File: src/rtl/grf_write_scheduler.sv
// Shares the GRF write port between the WB stage (priority, never stalls) and a queued MD unit.
// Optional trace output: define GRF_SCHED_TRACE_EN.
module grf_write_scheduler #(
  parameter int DEPTH        = 4,
  parameter int STARVE_LIMIT = 8
) (
  input  logic        clk,
  input  logic        reset,
  input  logic        wbValid,
  input  logic [4:0]  wbAddress,
  input  logic [31:0] wbData,
  input  logic [31:0] wbPC,
  input  logic        mdValid,
  output logic        mdReady,
  input  logic [4:0]  mdAddress,
  input  logic [31:0] mdData,
  input  logic [31:0] mdPC,
  output logic [4:0]  writeAddress,
  output logic [31:0] writeData,
  output logic [31:0] debugPC,
  output logic [31:0] pendingMask,
  output logic        stallRequest
);

  localparam int AW = $clog2(DEPTH);
  localparam int CW = AW + 1;
  localparam int SW = $clog2(STARVE_LIMIT + 1);
  localparam logic [CW-1:0] LP_DEPTH = CW'(DEPTH);
  localparam logic [SW-1:0] LP_LIMIT = SW'(STARVE_LIMIT);

  logic [4:0]       r_addr [DEPTH];
  logic [31:0]      r_data [DEPTH];
  logic [31:0]      r_pc   [DEPTH];
  logic [DEPTH-1:0] r_vld;
  logic [AW-1:0]    r_head;
  logic [AW-1:0]    r_tail;
  logic [CW-1:0]    r_count;
  logic [SW-1:0]    r_starve;
  logic             r_stall;

  logic             w_nonempty;
  logic             w_wb_gnt;
  logic             w_md_gnt;
  logic             w_push;
  logic [CW-1:0]    w_count_nxt;
  logic [SW-1:0]    w_starve_nxt;
  logic             w_stall_nxt;
  logic [31:0]      w_mask;

  assign w_nonempty = (r_count != '0);
  assign w_wb_gnt   = reset && wbValid && (wbAddress != 5'd0);
  assign w_md_gnt   = reset && !w_wb_gnt && w_nonempty;
  assign mdReady    = reset && (r_count < LP_DEPTH);
  // Address-0 results complete the handshake but never occupy a slot.
  assign w_push     = mdValid && mdReady && (mdAddress != 5'd0);

  always_comb begin
    writeAddress = '0;
    writeData    = '0;
    debugPC      = '0;
    if (w_wb_gnt) begin
      writeAddress = wbAddress;
      writeData    = wbData;
      debugPC      = wbPC;
    end else if (w_md_gnt) begin
      writeAddress = r_addr[r_head];
      writeData    = r_data[r_head];
      debugPC      = r_pc[r_head];
    end
  end

  always_comb begin
    w_count_nxt = r_count;
    case ({w_push, w_md_gnt})
      2'b10:   w_count_nxt = r_count + CW'(1);
      2'b01:   w_count_nxt = r_count - CW'(1);
      default: w_count_nxt = r_count;
    endcase
  end

  always_comb begin
    w_starve_nxt = r_starve;
    if (!w_nonempty || w_md_gnt) begin
      w_starve_nxt = '0;
    end else if (r_starve != LP_LIMIT) begin
      w_starve_nxt = r_starve + SW'(1);
    end
  end

  assign w_stall_nxt = (w_starve_nxt == LP_LIMIT);

  always_comb begin
    w_mask = '0;
    for (int i = 0; i < DEPTH; i++) begin
      if (r_vld[i]) w_mask[r_addr[i]] = 1'b1;
    end
  end

  assign pendingMask  = w_mask;
  assign stallRequest = r_stall;

  always_ff @(posedge clk or negedge reset) begin
    if (!reset) begin
      r_vld    <= '0;
      r_head   <= '0;
      r_tail   <= '0;
      r_count  <= '0;
      r_starve <= '0;
      r_stall  <= 1'b0;
      for (int i = 0; i < DEPTH; i++) begin
        r_addr[i] <= '0;
        r_data[i] <= '0;
        r_pc[i]   <= '0;
      end
    end else begin
      r_count  <= w_count_nxt;
      r_starve <= w_starve_nxt;
      r_stall  <= w_stall_nxt;
      // Head and tail never alias while both move: a push needs count < DEPTH, a pop needs count > 0.
      if (w_md_gnt) begin
        r_vld[r_head] <= 1'b0;
        r_head        <= r_head + AW'(1);
      end
      if (w_push) begin
        r_vld[r_tail]  <= 1'b1;
        r_addr[r_tail] <= mdAddress;
        r_data[r_tail] <= mdData;
        r_pc[r_tail]   <= mdPC;
        r_tail         <= r_tail + AW'(1);
      end
    end
  end

`ifdef GRF_SCHED_TRACE_EN
  always_ff @(posedge clk) begin
    if (writeAddress != 5'd0)
      $display("%0t pc=%h rd=%0d data=%h %s", $time, debugPC, writeAddress, writeData,
               w_wb_gnt ? "WB" : "MD");
    if (reset && w_stall_nxt && !r_stall)
      $display("%0t starve head pc=%h", $time, r_pc[r_head]);
  end
`endif

endmodule

File: config.mk
export PLATFORM = sky130hd
export DESIGN_NAME = grf_write_scheduler
export DESIGN_NICKNAME = d
export VERILOG_FILES = /design/src/rtl/grf_write_scheduler.sv
export SDC_FILE = /design/constraint.sdc
export NUM_CORES = 1
export LEC_CHECK = 0
export ABC_AREA = 1
export BUFFER_PORTS_ARGS = -buffer_cell sky130_fd_sc_hd__buf_2
export CAP_MARGIN = 40
export CORE_AREA = 2 2 218 220
export DETAILED_ROUTE_END_ITERATION = 8
export DIE_AREA = 0 0 220 222
export SETUP_SLACK_MARGIN = 0.02
export SLEW_MARGIN = 20
export SYNTH_ARGS = -nofsm -noshare
export SYNTH_HDL_FRONTEND = slang
export SYNTH_SLANG_ARGS = --single-unit
File: constraint.sdc
create_clock -name clk -period 2.2 [get_ports clk]
set_input_delay 0.44 -clock clk [delete_from_list [all_inputs] [get_ports clk]]
set_output_delay 0.44 -clock clk [all_outputs]
set_load 0.03 [all_outputs]
* Word-level counts from Yosys, hierarchy flattened *
Index checks and enable logic that the tools add are counted.

storage, ports and cells
  bits in registers = 292
  bits of input ports = 142
  output and inout port bits = 103
  word-level logic and storage cells = 115

cells by class
  add/subtract/negate cells = 5
  order comparisons = 16
  equal/unequal tests = 4
  multiplexer cells = 43
  bitwise gates (word level) = 8
  reduce and logical (&&, ||, !) cells = 21

operators with widths
  operator                                                               number
  32-bit two-way mux                                                     13
  128-bit bitwise mux                                                    2
  32-bit binary-select mux with 2-bit select                             2
  32-bit bitwise OR                                                      3
  32-bit demux with 2-bit select                                         1
  5-bit two-way mux                                                      5
  5-bit by 6-bit < comparator with 1-bit output, second input constant   4
  20-bit bitwise mux                                                     1
  1-bit demux with 5-bit select                                          4
  5-bit by 1-bit >= comparator with 1-bit output, second input constant  4
  4-bit two-way mux                                                      4
  1-bit logical AND                                                      14
  5-bit binary-select mux with 2-bit select                              1
  5-bit demux with 2-bit select                                          1
  5-bit nonzero test                                                     2
  3-bit >= comparator, second input constant                             2
  2-bit by 3-bit < comparator with 1-bit output, second input constant   2
  1-bit two-way mux                                                      6
  2-bit NOT with 3-bit output                                            2
  3-bit one-hot mux with 2 select lines                                  1
  2-bit by 1-bit adder with 2-bit output, second input constant          2
  4-bit by 1-bit adder with 4-bit output, second input constant          1
  4-bit bitwise AND                                                      1
  1-bit demux with 2-bit select                                          2
  15 further kinds                                                       17

* Depth between registers and ports, before layout *
  depth after elaboration = 11
  mapped depth = 13
  gate-level depth less buffers = 11

* Worst setup path after synthesis *
Ideal clock, no wire load.

  kind = input to output
  start = input port reset
  end = output port debugPC[30]
  arrival time = 1.930 ns
  required time = 1.760 ns
  setup slack = -0.170 ns
  cell stages on the path = 8
  path buffers = 3
  cells stage by stage = buf_4 -> nand2_1 -> inv_1 -> nand2_2 -> nand3_1 -> buf_4 -> buf_2 -> o21ai_0

between the ends
  cells in the longest elaborated chain, start to end = 7

RTL lines
  what                             RTL line  source
  start: declaration               8         input logic reset,
  1-bit logical AND (2 in series)  51        assign w_wb_gnt = reset && wbValid && (wbAddress != 5'd0);
  1-bit zero test                  52        assign w_md_gnt = reset && !w_wb_gnt && w_nonempty;
  1-bit logical AND (2 in series)  52
  32-bit two-way mux               65        end else if (w_md_gnt) begin
  32-bit two-way mux (*)           61        if (w_wb_gnt) begin
  end: declaration                 20        output logic [31:0] debugPC,

Mark *: on every way between the ends. The rest lies on a longest branch, timed or not.

* Worst setup path after layout *
  start = register r_head[0]
  end = output port writeAddress[1]

between the ends
  cells in the longest elaborated chain, start to end = 6

RTL lines
  what                                                   RTL line  source
  start: declaration                                     35        logic [AW-1:0] r_head;
  start signal: assignment                               122       r_head <= r_head + AW'(1);
  2-bit NOT with 3-bit output (not written as such)      66        writeAddress = r_addr[r_head];
  5-bit binary-select mux with 2-bit select              66
  5-bit two-way mux (not written as such) (2 in series)  66
  5-bit two-way mux                                      65
  5-bit two-way mux                                      61
  end: declaration                                       18        output logic [4:0] writeAddress,

Every way passes these cells. The select of a mux whose other input is x is not followed.

==> run_results.csv <==
group,metric,value,unit
run_status,status,"finished with violations",
run_status,violations,"setup timing",
sta,hold_viol,0,
yosys,synth_area_leader_cell,"dfrtp_1",
yosys,synth_area_leaders,"dfrtp_1 48%, nand2_1 31%, nand3_1 6.1%, o21ai_0 2.7%, buf_2 1.9%",
clock_tree,root_buffer,"clkbuf_16",
clock_tree,clk_pin_slew,0.06,ns
place,place_inst,2956,
global_route,grt_pass1_wl,84.2,mm
drt,vias,15572,
worst_setup_path,critPathArrivalTime,2.06,ns
clock_tree,cts_max_level,2,
finish,final_cell_mix,"1,165 x nand2_1, 271 x dfrtp_1, 142 x buf_2",
floorplanning,die_h,222,microns
drt,firstDrtPassIters,5,
place,port_buffers,244,
worst_setup_path,reg2reg_to,"r_pc[71]",
drt,via_per_inst,5.03,
sta,fmax,400,MHz
yosys,yosysWarnings,0,
finish,finish.net_count,2617,
yosys,ys_seq_area_frac,0.480,
floorplanning,ioPinCount,245,
worst_setup_path,critPathMaxFanout,34,
yosys,ys_types,31,
drt,drc,0,
worst_setup_path,worstSetupPathType,"register to primary output",
drt,drt_iter0_markers,1261,
finish,fill_cells,4472,
finish,syn_to_final_growth,42.5,%
clock_tree,insertion_delay,0.52,ns
worst_hold_path,min_path_type,"input pin to async pin",
global_route,antenna_found_initial,5,
worst_setup_path,reg2reg_depth,8,
worst_setup_path,startpoint_type,"register",
power_and_ir_drop,peakVddDrop,0.638,mV
global_route,overflow,0,
drt,post_drt_wl_per_cell,18.0,microns
place,place_congestion,0.930,
sta,fin_crit,2.50,ns
sta,finalCritPeriodShare,1.14,
floorplanning,coreArea,46300,sq um
global_route,grt_start_max_net_pins,123,
sta,finalClockSkew,0.0160,ns
clock_tree,cts_buffers,34,
yosys,synth_area,15200,sq um
yosys,ys_seq_elements,292,
finish,final_util,0.469,
worst_setup_path,r2r_slack,0.19,ns
clock_tree,clock_path_buffers,3,
power_and_ir_drop,p_per_area,1430,nW/um^2
floorplanning,die_x,220,microns
floorplanning,dieArea,48800,sq um
sta,tightest_slew,0.752,ns
clock_tree,cts_sinks,292,
place,place_hpwl,32.2,mm
clock_tree,cts_tree,"done",
yosys,synth_top_area_share,0.480,
sta,finalSetupViolCount,101,
run,max_cap_viol_count,0,
yosys,netlist_instances,2158,
sta,relSlewSlack,0.497,
finish,final_cells,3096,
worst_setup_path,crit_required,1.76,ns
sta,worst_slack,-0.300,ns
global_route,grt_use_total,0.218,
yosys,syn_nets,2312,
drt,ant_nets,0,
worst_setup_path,regToRegStartpoint,"r_count[2]",
floorplanning,num_rows,79,
finish,layout-drive-gt1-share,0.315,
worst_setup_path,critPathCaptureType,"primary output",
drt,finalWirelength,55.6,mm
finish,layout_commonest_cell,"nand2_1",
yosys,synth.avg_cell_area,7.06,sq um
power_and_ir_drop,p_leak,11.1,nW
sta,maxSlewViolCount,0,
floorplanning,start_util,0.329,
sta,rsz0062_at_grt,"true",
global_route,grt_pass1_vias,14980,
[registers in the layout, summed over array words and instances (netlist names)]
| name | flops |
|---|---|
| r_data | 128 |
| r_pc | 128 |
| r_addr | 20 |
| r_starve | 4 |
| r_vld | 4 |
| r_count | 3 |
| r_head | 2 |
| r_tail | 2 |
| stallRequest | 1 |
[worst max path at each step]
stage / start / endpoint / slack, ns
3_5_place_dp: mdAddress[3] / r_count[2] / -0.07
2_1_floorplan: reset / debugPC[30] / -0.14
4_1_cts: r_head[0] / debugPC[0] / -0.29
5_1_grt: r_head[0] / debugPC[20] / -0.36
6_report: r_head[0] / writeAddress[1] / -0.30
3_3_place_gp: mdAddress[3] / r_count[2] / -0.18
[synth_stat cells]
| cell type | instances |
|---|---|
| nor2_1 | 33 |
| buf_2 | 59 |
| nor3_1 | 2 |
| nand4_1 | 6 |
| fa_1 | 1 |
| nand3_1 | 186 |
| inv_1 | 60 |
| clkbuf_2 | 3 |
| and3_4 | 1 |
| nand2_1 | 1259 |
| xor2_1 | 3 |
| ha_1 | 11 |
| buf_6 | 4 |
| inv_4 | 1 |
| buf_4 | 12 |
| clkbuf_1 | 30 |
| xnor2_1 | 2 |
| buf_1 | 10 |
| nand2_2 | 5 |
| or2_2 | 20 |
| o2111ai_1 | 2 |
| dfrtp_1 | 292 |
| nand3b_1 | 1 |
| o221ai_1 | 1 |
| nand2_4 | 1 |
| nor2_4 | 4 |
| o22ai_1 | 29 |
| o211ai_1 | 13 |
| inv_2 | 2 |
| o21ai_0 | 81 |
| a21oi_1 | 24 |
[report_power, final]
| part | total, mW | switching, mW | internal (mW) |
|---|---|---|---|
| combinational | 16.1 | 9.52 | 6.57 |
| clock | 5.44 | 2.27 | 3.17 |
| sequential | 9.56 | 1.75 | 7.82 |
[area by class of cell]
cell class,instances,area (sq um),share of cell area
Timing Repair Buffer,387,3740,0.172
Antenna cell,2,5.00,0.000231
Sequential cell,292,7340,0.338
Clock buffer,52,968,0.0446
Multi-Input combinational cell,1685,8530,0.393
Clock inverter,8,86.3,0.00398
Tap cell,607,759,0.0350
Inverter,63,289,0.0133
[worst max-delay path, cell delays in order (launching register included)]
cell and delay (ns):
dfrtp_4 0.52, buf_4 0.16, buf_12 0.17, a21oi_1 0.20, o21ai_1 0.10, nand2_1 0.11, o21ai_1 0.09, buf_4 0.17
[layer usage]
metal	vias to the layer above	global-route usage	part of all wire
met2	551	0.360	0.48
li1	7403	-	-
met3	102	0.0281	0.061
met1	7510	0.298	0.43
met5	-	0	0.00061
met4	6	0.0634	0.028
[cells by family (layout without fill, tap and decap cells)]
| family | Yosys count | after routing | share of synthesized area |
|---|---|---|---|
| adder cells (fa/ha/maj) | 12 | 12 | 0.0103 |
| AND/OR/NAND/NOR | 1518 | 1518 | 0.398 |
| AO/OA/AOI/OAI | 150 | 150 | 0.0545 |
| flip-flops | 292 | 292 | 0.480 |
| other | 0 | 2 | 0 |
| XOR/XNOR | 5 | 5 | 0.00288 |
| buffers and inverters | 181 | 510 | 0.0548 |
[repair_timing]
item | in CTS | in global routing
endpoints found under the hold margin | 17 | 0
setup buffers | 44 | 19
pin swaps | 63 | 89
gates cloned | 11 | 6
resized for setup | 406 | 244
endpoints found under the setup margin | 101 | 101
hold buffers | 1 | 0
[stage by stage]
stage               power, mW  hold WS, ns  setup slack [ns]  setup TNS [ns]  cell area (sq um)
floorplan                16.4        0.144            -0.142           -3.84              15200
finish                   31.1       0.0944            -0.300          -16.48              21700
global route             33.1       0.0895            -0.364          -24.14              21700
CTS                      29.1       0.0720            -0.289          -16.92              20500
detailed placement       20.3        0.458           -0.0668          -0.453              17500
global placement         20.0        0.453            -0.180          -0.180              17500
Power figures use the tool's default switching activity.
